===== config.mk =====
export PLATFORM = sky130hd
export DESIGN_NAME = fft_frame_arb
export DESIGN_NICKNAME = d
export VERILOG_FILES = /design/src/rtl/fft_ctrl_pkg.sv /design/src/rtl/fft_tag_fifo.sv /design/src/rtl/fft_frame_arb.sv
export SDC_FILE = /design/constraint.sdc
export NUM_CORES = 1
export LEC_CHECK = 0
export BUFFER_PORTS_ARGS = -buffer_cell sky130_fd_sc_hd__buf_2
export CAP_MARGIN = 0
export CORE_UTILIZATION = 34
export CTS_CLUSTER_SIZE = 16
export DETAILED_ROUTE_END_ITERATION = 12
export PLACE_DENSITY_LB_ADDON = 0.12
export SLEW_MARGIN = 20
export SYNTH_ARGS = -nofsm -noshare
export SYNTH_HDL_FRONTEND = slang
export SYNTH_SLANG_ARGS = --single-unit

===== constraint.sdc =====
create_clock -name clock -period 3.55 [get_ports clock]
set_input_delay 0.71 -clock clock [delete_from_list [all_inputs] [get_ports clock]]
set_output_delay 0.71 -clock clock [all_outputs]
set_load 0.05 [all_outputs]

===== src/rtl/fft_ctrl_pkg.sv =====
// rtl/fft_ctrl_pkg.sv - shared constants, FSM state and bit-reverse helper for the FFT frame arbiter
package fft_ctrl_pkg;

    localparam int FFT_N_DEFAULT = 128;
    localparam int SAMPLE_W      = 16;

    typedef enum logic {
        IDLE = 1'b0,
        FEED = 1'b1
    } arb_state_t;

    // Reverses the low 'width' bits of value; higher result bits are zero.
    function automatic logic [31:0] bit_reverse(input logic [31:0] value, input int width);
        logic [31:0] result;
        result = '0;
        for (int i = 0; i < 32; i++) begin
            if (i < width) begin
                result[i] = value[width - 1 - i];
            end
        end
        return result;
    endfunction

endpackage


===== src/rtl/fft_tag_fifo.sv =====
// rtl/fft_tag_fifo.sv - DEPTH x 1-bit FIFO holding the source requester of each frame in flight
module fft_tag_fifo #(
    parameter int DEPTH = 4
) (
    input  logic clock,
    input  logic reset,
    input  logic push,
    input  logic push_data,
    input  logic pop,
    output logic full,
    output logic empty,
    output logic head
);

    localparam int AW = (DEPTH > 1) ? $clog2(DEPTH) : 1;
    localparam int CW = $clog2(DEPTH + 1);

    logic [DEPTH-1:0] mem;
    logic [AW-1:0]    wr_ptr;
    logic [AW-1:0]    rd_ptr;
    logic [CW-1:0]    count;
    logic             do_push;
    logic             do_pop;

    function automatic logic [AW-1:0] ptr_inc(input logic [AW-1:0] p);
        return (p == AW'(DEPTH - 1)) ? '0 : p + 1'b1;
    endfunction

    assign full    = (count == CW'(DEPTH));
    assign empty   = (count == '0);
    assign head    = mem[rd_ptr];
    assign do_push = push && !full;
    assign do_pop  = pop && !empty;

    always_ff @(posedge clock) begin
        if (reset) begin
            mem    <= '0;
            wr_ptr <= '0;
            rd_ptr <= '0;
            count  <= '0;
        end else begin
            if (do_push) begin
                mem[wr_ptr] <= push_data;
                wr_ptr      <= ptr_inc(wr_ptr);
            end
            if (do_pop) begin
                rd_ptr <= ptr_inc(rd_ptr);
            end
            case ({do_push, do_pop})
                2'b10:   count <= count + 1'b1;
                2'b01:   count <= count - 1'b1;
                default: count <= count;
            endcase
        end
    end

endmodule


===== src/rtl/fft_frame_arb.sv =====
// rtl/fft_frame_arb.sv - two-requester frame arbiter feeding an FFT core and tagging its output frames
module fft_frame_arb
    import fft_ctrl_pkg::*;
#(
    parameter int  N         = FFT_N_DEFAULT,
    parameter int  TAG_DEPTH = 4,
    localparam int NN        = $clog2(N)
) (
    input  logic                  clock,
    input  logic                  reset,
    input  logic [1:0]            s_valid,
    output logic [1:0]            s_ready,
    input  logic [2*SAMPLE_W-1:0] s0_data,
    input  logic [2*SAMPLE_W-1:0] s1_data,
    output logic                  fft_idata_en,
    output logic [SAMPLE_W-1:0]   fft_idata_r,
    output logic [SAMPLE_W-1:0]   fft_idata_i,
    input  logic                  fft_odata_en,
    output logic                  m_src,
    output logic                  m_sof,
    output logic                  m_eof,
    output logic [NN-1:0]         m_idx,
    output logic                  err_underrun,
    output logic                  err_orphan
);

    arb_state_t            state;
    logic [NN-1:0]         icnt;
    logic [NN-1:0]         ocnt;
    logic                  sel;
    logic                  rr_next;
    logic                  src_hold;
    logic                  boundary;
    logic                  grant;
    logic                  grant_sel;
    logic                  tag_full;
    logic                  tag_empty;
    logic                  tag_head;
    logic                  tag_pop;
    logic [2*SAMPLE_W-1:0] feed_data;

    // Frames are only handed out whole: a new grant is considered when idle or on the last slot.
    assign boundary = (state == IDLE) || (icnt == NN'(N - 1));
    assign grant    = boundary && !tag_full && (s_valid != 2'b00);

    always_comb begin
        grant_sel = rr_next;
        if (!s_valid[rr_next]) begin
            grant_sel = !rr_next;
        end
    end

    assign s_ready   = (state == FEED) ? (sel ? 2'b10 : 2'b01) : 2'b00;
    assign feed_data = sel ? s1_data : s0_data;

    always_ff @(posedge clock) begin
        if (reset) begin
            state        <= IDLE;
            icnt         <= '0;
            sel          <= 1'b0;
            rr_next      <= 1'b0;
            fft_idata_en <= 1'b0;
            fft_idata_r  <= '0;
            fft_idata_i  <= '0;
            err_underrun <= 1'b0;
        end else begin
            fft_idata_en <= (state == FEED);
            fft_idata_r  <= '0;
            fft_idata_i  <= '0;
            if (state == FEED) begin
                icnt <= icnt + 1'b1;
                // A starved slot still occupies its position so the FFT frame stays N long.
                if (s_valid[sel]) begin
                    fft_idata_r <= feed_data[2*SAMPLE_W-1:SAMPLE_W];
                    fft_idata_i <= feed_data[SAMPLE_W-1:0];
                end else begin
                    err_underrun <= 1'b1;
                end
            end
            if (grant) begin
                state   <= FEED;
                sel     <= grant_sel;
                rr_next <= !grant_sel;
                icnt    <= '0;
            end else if (boundary) begin
                state <= IDLE;
                icnt  <= '0;
            end
        end
    end

    assign m_sof   = fft_odata_en && (ocnt == '0);
    assign m_eof   = fft_odata_en && (ocnt == NN'(N - 1));
    assign m_idx   = NN'(bit_reverse(32'(ocnt), NN));
    assign tag_pop = m_sof && !tag_empty;
    assign m_src   = m_sof ? (tag_empty ? 1'b0 : tag_head) : src_hold;

    always_ff @(posedge clock) begin
        if (reset) begin
            ocnt       <= '0;
            src_hold   <= 1'b0;
            err_orphan <= 1'b0;
        end else if (fft_odata_en) begin
            ocnt <= ocnt + 1'b1;
            if (m_sof) begin
                src_hold <= tag_empty ? 1'b0 : tag_head;
                if (tag_empty) begin
                    err_orphan <= 1'b1;
                end
            end
        end
    end

    fft_tag_fifo #(
        .DEPTH(TAG_DEPTH)
    ) u_tag_fifo (
        .clock    (clock),
        .reset    (reset),
        .push     (grant),
        .push_data(grant_sel),
        .pop      (tag_pop),
        .full     (tag_full),
        .empty    (tag_empty),
        .head     (tag_head)
    );

endmodule

# Yosys cells after proc, flatten, opt, wreduce, memory -nomap -nowiden
# Index checks and enable logic that the tools add are counted.
word_totals:
  latch_bits: 0
  inputBits: 69
  output_inout_bits: 47
  ram_bits: 0
  memories: 0
  word_cells: 77
  reg_bits: 64
  mem_bits_ro: 0
op_classes:
  n_reduce_logical: 22
  mul: 0
  magnitude_cmp: 5
  div: 0
  bitwise: 2
  shift: 0
  n_addsub: 6
  mux: 20
  n_eq_ne: 7
ops:
  columns: ["operator", "n"]
  rows:
  - ["2-to-1 mux 32 bit", 1]
  - ["adder 7 x 1 -> 7 bit (second input constant)", 2]
  - ["equality test 7 bit (second input constant)", 2]
  - ["2-to-1 mux 1 bit", 11]
  - ["logical AND 1 bit", 8]
  - ["2-to-1 mux 2 bit", 4]
  - ["logical NOT 7 bit", 1]
  - ["equality test 2 bit (second input constant)", 3]
  - ["less-than comparator 2 x 3 -> 1 bit (second input constant)", 2]
  - ["case mux 3 bit (2 select lines)", 1]
  - ["nonzero test 2 bit", 3]
  - ["OR reduction 3 bit", 2]
  - ["adder 2 x 1 -> 2 bit (second input constant)", 2]
  - ["bitwise mux 4 bit", 1]
  - ["logical NOT 1 bit", 4]
  - ["less-than comparator 1 x 2 -> 1 bit (second input constant)", 2]
  - ["adder 3 x 1 -> 3 bit (second input constant)", 1]
  - ["equality test 3 bit (second input constant)", 1]
  - ["logical NOT 3 bit", 1]
  - ["AND reduction 3 bit", 1]
  - ["subtractor 3 x 1 -> 3 bit (second input constant)", 1]
  - ["binary-select mux 1 bit (select 2 bit)", 1]
  - ["demux 1 bit (select 2 bit)", 1]
  - ["equality test 2 x 1 -> 1 bit (second input constant)", 1]
  - ["4 further kinds", 5]

# Logic depth before layout (Yosys ltp)
# Gate-level depths: netlist of the first run.
depth:
  word_depth: 7
  ltp_mapped: 10
  ltp_nobuf: 10

# Modules after synthesis
# A second synthesis of the first run with hierarchy kept.
unflattened:
  cells_unflattened: 280
  area_unflattened_um2: 2693.8
modules_own_cells:
  columns: ["mod", "cells_per_inst", "seq_area_each_um2", "area_per_inst_um2", "instances"]
  rows:
  - ["fft_frame_arb", 215, 1061.0, 2065.7, 1]
  - ["fft_tag_fifo", 65, 220.2, 628.1, 1]

# Worst setup path before layout of the first run
# Ideal clock, no wire load.
synth_path:
  path_kind: "flip-flop to output port"
  startpoint: "reg ocnt[0]"
  endpoint: "out m_src"
  t_arrival_ps: 2943
  path_stages_with_launch: 6
  n_path_buf: 0
  required_time_ps: 2840
  path_slack_ps: -103
  path_cell_list: "dfxtp_1 -> inv_1 -> ha_1 -> or4b_4 -> nor3_1 -> o2bb2ai_2"
synth_between:
  elab_chain_len: 3
synth_lines:
  columns: ["item", "line", "source"]
  rows:
  - ["start, declared", "fft_frame_arb.sv:29", "logic [NN-1:0] ocnt;"]
  - ["start signal, assigned", "fft_frame_arb.sv:104", "ocnt <= ocnt + 1'b1;"]
  - ["logical NOT 7 bit", "fft_frame_arb.sv:92", "assign m_sof = fft_odata_en && (ocnt == '0);"]
  - ["logical AND 1 bit", "fft_frame_arb.sv:92", null]
  - ["via m_sof", "fft_frame_arb.sv:20", "output logic m_sof,"]
  - ["2-to-1 mux 1 bit", null, null]
  - ["end, declared", "fft_frame_arb.sv:19", "output logic m_src,"]
# The timed path passes the listed nets, and every way through them passes these cells.

# Worst setup path in the final report of the first run
layout_path:
  startpoint: "reg ocnt[0]"
  endpoint: "out m_src"
layout_between:
  elab_chain_len: 3
layout_lines:
  columns: ["item", "line"]
  rows:
  - ["logical NOT 7 bit", "fft_frame_arb.sv:92"]
  - ["logical AND 1 bit", "fft_frame_arb.sv:92"]
  - ["2-to-1 mux 1 bit", null]
# Every way passes these cells.

==> run_results.csv, run 1 <==
group,metric,value,unit
sta,finalHoldViolCount,0,
clock_network,post_cts_resized,0,
floorplan,start_util,0.353,
drt,wl_per_cell,11.0,µm
clock_network,post-cts-setup-buffer-count,0,
worst_setup_path,reg2reg_depth,10,
synth,ys_types,37,
clock_network,clockBufferDepth,2,
floorplan,ioPinCount,116,
sta,skew,0.0113,ns
place,hpwlAfterDp,3950,µm
drt,vias_per_cell,4.40,
place,dpl.cell_count,467,
global_routing,grt_usage,0.144,
place,numPortBuffers,115,
layout,postLayoutCoreUtil,0.480,
global_routing,grt_max_degree,33,
synth,ys_ff_latch,64,
layout,syn2layout_area_growth,36.0,%
worst_setup_path,cp-startpoint,"ocnt[0]$_SDFFE_PP0P_",
layout,finalNetCount,458,
status,status,"complete, no violations",
global_routing,grt_pass1_vias,1935,
worst_setup_path,end_kind,"output port",
sta,maxSlewViolCount,0,
layout,drive_above_1_share,0.378,
min_path,hold_start,"icnt[0]$_SDFFE_PP0P_",
clock_network,htreeDepth,3,
floorplan,die_h,89.0,µm
sta,setup_viol_count_final,0,
synth,seq_area_frac_synth,0.498,
layout,final_cells,483,
run,maxCapViolations,0,
drt,firstDrtPassIters,4,
clock_network,numCtsBuffers,9,
global_routing,grt_pass1_wl,8570,µm
power_and_ir_drop,sequentialPowerShare,0.405,
floorplan,core,7290,µm²
power_and_ir_drop,p_int,1.41,mW
sta,finalSetupTns,0,ns
power_and_ir_drop,p_per_area,583,nW/µm²
power_and_ir_drop,p_switching,630,µW
worst_setup_path,critPathRequiredTime,2.84,ns
floorplan,row_count,31,
clock_network,cts_tree,"built",
worst_setup_path,critical_path_class,"flop to output port",
clock_network,clock_sinks,64,
global_routing,antenna_found_initial,0,
min_path,hold-path-cell-count,1,
worst_setup_path,crit_path_max_fanout,5,
sta,worst_slew_pin_slew,0.700,ns
worst_setup_path,cp_data_arrival_time,2.21,ns
worst_setup_path,r2r_start,"ocnt[0]$_SDFFE_PP0P_",
clock_network,path_clk_slew,0.07,ns
drt,vias,2124,
place,pre_cts_ws,0.589,ns
synth,syn_area,2570,µm²
power_and_ir_drop,switching_share,0.309,
sta,min_period_over_period,0.821,
sta,rsz0062_at_grt,"false",
min_path,hp-class,"flop to flop",
clock_network,cts_hold_buf,0,
synth,postSynthCellCount,260,
sta,fmax,343,MHz
synth,ys_warn_count,0,
floorplan,die_x,89.0,µm
global_routing,grt_overflow,0,
sta,setup_slack,0.635,ns
place,gp_congestion,0.685,
clock_network,clk_latency,0.33,ns
drt,drt-initial-drc-count,54,
sta,min_period,2.92,ns
layout,num_antenna_cells,0,
synth,synth_area_per_cell,9.89,µm²
worst_setup_path,startpoint_type,"flop",
sta,whs,0.448,ns
power_and_ir_drop,p_leak,1.61,nW
sta,slew-limit-headroom,0.532,
power_and_ir_drop,p_comb_frac,0.238,
drt,drc,0,
power_and_ir_drop,vdd_drop_max,300,µV
power_and_ir_drop,p_clk_frac,0.357,
synth,syn_nets,339,
drt,drt_wl_total,5290,µm
drt,drtAntennaViolNets,0,
clock_network,cts_root_buf,"clkbuf_8",
floorplan,fp.dieArea,7920,µm²
[synth_stat cells (all sizes together)]
cell type / number / area share
or2: 1 / 0.0024
a211oi: 4 / 0.012
a21oi: 8 / 0.016
nor3b: 1 / 0.0029
dfxtp: 64 / 0.50
nand2b: 1 / 0.0024
inv: 12 / 0.018
nor3: 3 / 0.0058
fa: 1 / 0.0078
or4b: 1 / 0.0053
mux2i: 35 / 0.14
buf: 7 / 0.011
a21boi: 1 / 0.0029
nor2: 57 / 0.083
xnor2: 4 / 0.014
xor2: 7 / 0.024
ha: 9 / 0.044
clkbuf: 2 / 0.0029
nand2: 8 / 0.012
or4: 1 / 0.0029
o21a: 1 / 0.0029
o2bb2ai: 1 / 0.0058
and2b: 1 / 0.0029
o21ba: 2 / 0.0078
nor4: 1 / 0.0083
mux4: 1 / 0.0088
o21ai: 9 / 0.018
nand4: 3 / 0.0073
or3: 3 / 0.0073
a2111oi: 1 / 0.0058
a31oi: 4 / 0.0097
nand3: 3 / 0.0058
and2: 2 / 0.0054
or2b: 1 / 0.0034
[state kept, by name, summed over array words and instances, names as in the netlist, 2 cells and up]
| name | cells |
|---|---|
| u_tag_fifo.count | 3 |
| u_tag_fifo.rd_ptr | 2 |
| u_tag_fifo.mem | 4 |
| icnt | 7 |
| fft_idata_i | 16 |
| u_tag_fifo.wr_ptr | 2 |
| fft_idata_r | 16 |
| ocnt | 7 |
[final timing paths]
path | end | slack [ns]
min | icnt[0]$_SDFFE_PP0P_ | 0.45
max | m_src | 0.63
max reg2reg | u_tag_fifo.count[2]$_SDFFE_PP0P_ | 0.73
min reg2reg | icnt[0]$_SDFFE_PP0P_ | 0.45
[metrics by stage]
| stage | total power [mW] | cell area [µm²] |
|---|---|---|
| after floorplan | 1.21 | 2580 |
| after global placement | 1.33 | 3260 |
| after detailed placement | 1.34 | 3260 |
| after CTS | 2.07 | 3500 |
| after global routing | 2.16 | 3500 |
| final | 2.04 | 3500 |
[power groups by stage]
| stage | Clock [mW] | Sequential [mW] | Combinational [mW] |
|---|---|---|---|
| global placement | 0 | 0.843 | 0.486 |
| CTS | 0.752 | 0.828 | 0.493 |
| detailed placement | 0 | 0.844 | 0.492 |
| floorplan | 0 | 0.940 | 0.269 |
| global route | 0.787 | 0.838 | 0.536 |
| finish | 0.727 | 0.827 | 0.486 |
[layout make-up]
| cell class | count | area, µm² |
|---|---|---|
| Fill cell | 765 | 3790 |
| Sequential cell | 64 | 1280 |
| Multi-Input combinational cell | 175 | 1220 |
| Inverter | 12 | 45.0 |
| Clock buffer | 12 | 165 |
| Clock inverter | 4 | 75.1 |
| Timing Repair Buffer | 117 | 591 |
| Tap cell | 99 | 124 |
[layout by cell type (no fill, tap or decap), types with 2 or more instances in the layout]
| cell | n |
|---|---|
| xnor2_1 | 4 |
| buf_2 | 115 |
| nor2_1 | 57 |
| nand4_1 | 3 |
| nand2_1 | 8 |
| clkbuf_8 | 12 |
| bufinv_16 | 2 |
| a211oi_1 | 4 |
| buf_4 | 2 |
| xor2_1 | 7 |
| ha_1 | 9 |
| mux2i_1 | 35 |
| o21ai_0 | 8 |
| nor3_1 | 2 |
| dfxtp_1 | 63 |
| or3_1 | 3 |
| inv_1 | 12 |
| a31oi_1 | 4 |
| o21ba_2 | 2 |
| nand3_1 | 3 |
| a21oi_1 | 8 |
| clkinvlp_4 | 2 |
[critical path, stage by stage (launching register included)]
cell	delay, ns
dfxtp_1	0.35
inv_1	0.07
ha_1	0.12
or4b_4	0.48
nor4_4	0.43
o2bb2ai_2	0.14
buf_2	0.27
[cell families (layout without fill, tap and decap cells)]
| group | Yosys count | count (layout) | synth area share |
|---|---|---|---|
| mux | 36 | 36 | 0.145 |
| simple gates | 87 | 87 | 0.157 |
| xor+xnor | 11 | 11 | 0.0375 |
| fa+ha+maj | 10 | 10 | 0.0516 |
| buf+inv | 21 | 145 | 0.0311 |
| flops | 64 | 64 | 0.498 |
| compound gates | 31 | 31 | 0.0798 |
[layer usage]
layer | GRT usage | part of all wire | wire length [µm]
met5 | 0 | 0 | 0
met4 | 0.0346 | 0.0076 | 40
met3 | 0.0859 | 0.090 | 475
met2 | 0.238 | 0.47 | 2510
met1 | 0.159 | 0.43 | 2260
(Power assumes the default switching activity.)
==> run 2, diff against run 1 <==
Clock period 3.55 ns to 2.93 ns, I/O delays scaled along.
==> run_results.csv, run 2 (synthesis gave the netlist of run 1 again) <==
group,metric,value,unit
status,status,"complete, no violations",
sta,finalHoldViolCount,0,
layout,finalNetCount,461,
floorplan,core,7290,µm²
global_routing,grt_max_degree,34,
floorplan,row_count,31,
clock_network,htreeDepth,3,
drt,vias_per_cell,4.44,
sta,slew-limit-headroom,0.534,
sta,min_period,2.82,ns
sta,worst_slew_pin_slew,0.698,ns
sta,fmax,355,MHz
drt,drtAntennaViolNets,0,
clock_network,numCtsBuffers,9,
drt,wl_per_cell,11.2,µm
worst_setup_path,cp_data_arrival_time,2.23,ns
sta,whs,0.461,ns
place,dpl.cell_count,470,
layout,most-common-layout-cells,"buf_2, dfxtp_1, nor2_1",
power_and_ir_drop,p_leak,1.60,nW
drt,drt_wl_total,5470,µm
min_path,hp-class,"flop to flop",
clock_network,clockBufferDepth,2,
sta,min_period_over_period,0.961,
place,numPortBuffers,115,
global_routing,antenna_found_initial,0,
power_and_ir_drop,switching_share,0.334,
power_and_ir_drop,p_clk_frac,0.285,
worst_setup_path,slowest_stage,"or4b_4",
sta,setup_slack,0.114,ns
floorplan,ioPinCount,116,
layout,drive_above_1_share,0.377,
clock_network,cts_hold_buf,0,
clock_network,clock_sinks,64,
global_routing,grt_pass1_vias,1957,
layout,layout_commonest_cell,"buf_2",
drt,vias,2156,
floorplan,die_x,89.0,µm
floorplan,start_util,0.353,
sta,maxSlewViolCount,0,
power_and_ir_drop,p_per_area,651,nW/µm²
clock_network,clk_latency,0.33,ns
global_routing,grt_overflow,0,
clock_network,cts_root_buf,"clkbuf_8",
sta,rsz0062_at_grt,"false",
place,gp_congestion,0.725,
worst_setup_path,crit_path_max_fanout,5,
layout,num_antenna_cells,0,
power_and_ir_drop,p_total,2.25,mW
layout,final_cell_area,3450,µm²
power_and_ir_drop,p_int,1.50,mW
clock_network,cts_tree,"built",
worst_setup_path,crit_path_cell_trace,"inv_1 -> ha_1 -> or4b_4 -> nor4_4 -> buf_4 -> o2bb2ai_2 -> buf_2",
layout,final_cells,486,
worst_setup_path,critPathRequiredTime,2.34,ns
worst_setup_path,critical_path_class,"flop to output port",
global_routing,grt_usage,0.146,
global_routing,grt_pass1_wl,8650,µm
clock_network,path_clk_slew,0.07,ns
place,pre_cts_ws,0.222,ns
drt,drt-initial-drc-count,32,
sta,finalSetupTns,0,ns
place,place_area,3290,µm²
drt,drc,0,
floorplan,fp.dieArea,7920,µm²
floorplan,die_h,89.0,µm
clock_network,post-cts-setup-buffer-count,0,
worst_setup_path,end_kind,"output port",
place,hpwlAfterDp,4090,µm
power_and_ir_drop,p_switching,750,µW
power_and_ir_drop,p_comb_frac,0.272,
power_and_ir_drop,vdd_drop_max,359,µV
sta,skew,0.00651,ns
clock_network,post_cts_resized,0,
layout,postLayoutCoreUtil,0.473,
worst_setup_path,path_buf_inv,3,
layout,syn2layout_area_growth,34.2,%
layout,top_regs,"fft_idata_i x16, fft_idata_r x16",
worst_setup_path,startpoint_type,"flop",
sta,setup_viol_count_final,0,
worst_setup_path,cpPeakStageDelay,0.49,ns
worst_setup_path,path_delay_family,"simple AND/OR/NAND/NOR gates",
power_and_ir_drop,sequentialPowerShare,0.443,
drt,firstDrtPassIters,4,
run,maxCapViolations,0,
==> run 2: metal layers <==
| metal | GRT usage | vias up | routed length (µm) |
|---|---|---|---|
| li1 | - | 1121 | - |
| met1 | 0.162 | 956 | 2310 |
| met2 | 0.241 | 77 | 2710 |
| met3 | 0.0785 | 2 | 445 |
| met4 | 0.0433 | 0 | 4 |
| met5 | 0 | - | 0 |
==> run 2: path summary, 6_finish.rpt <==
path | from | endpoint | slack, ns | cells after the start
max | ocnt[1]$_SDFFE_PP0P_ | m_src | 0.11 | 7
min | icnt[0]$_SDFFE_PP0P_ | icnt[0]$_SDFFE_PP0P_ | 0.46 | 1
min reg2reg | icnt[0]$_SDFFE_PP0P_ | icnt[0]$_SDFFE_PP0P_ | 0.46 | 1
max reg2reg | ocnt[1]$_SDFFE_PP0P_ | u_tag_fifo.count[2]$_SDFFE_PP0P_ | 0.24 | 10
==> run 2: area by class of cell <==
| class | count | area (µm²) |
|---|---|---|
| Clock buffer | 12 | 145 |
| Clock inverter | 4 | 20.0 |
| Fill cell | 763 | 3840 |
| Inverter | 12 | 45.0 |
| Multi-Input combinational cell | 175 | 1220 |
| Sequential cell | 64 | 1280 |
| Tap cell | 99 | 124 |
| Timing Repair Buffer | 120 | 613 |
==> run 2: power groups by stage <==
stage	Combinational, mW	Sequential [mW]	Clock, mW
2_1_floorplan	0.328	1.14	0
3_3_place_gp	0.616	1.01	0
3_5_place_dp	0.620	1.02	0
4_1_cts	0.622	0.997	0.666
5_1_grt	0.670	1.01	0.709
6_report	0.612	0.995	0.639
==> run 2: worst reg2reg max path, cell delays in order, from the launching register on <==
cell and delay [ns]:
dfxtp_1 0.35, inv_1 0.08, ha_1 0.13, or4b_4 0.49, nor4_4 0.31, ha_1 0.22
inv_1 0.06, fa_1 0.37, xor2_1 0.15, or3_1 0.30, a21oi_1 0.15
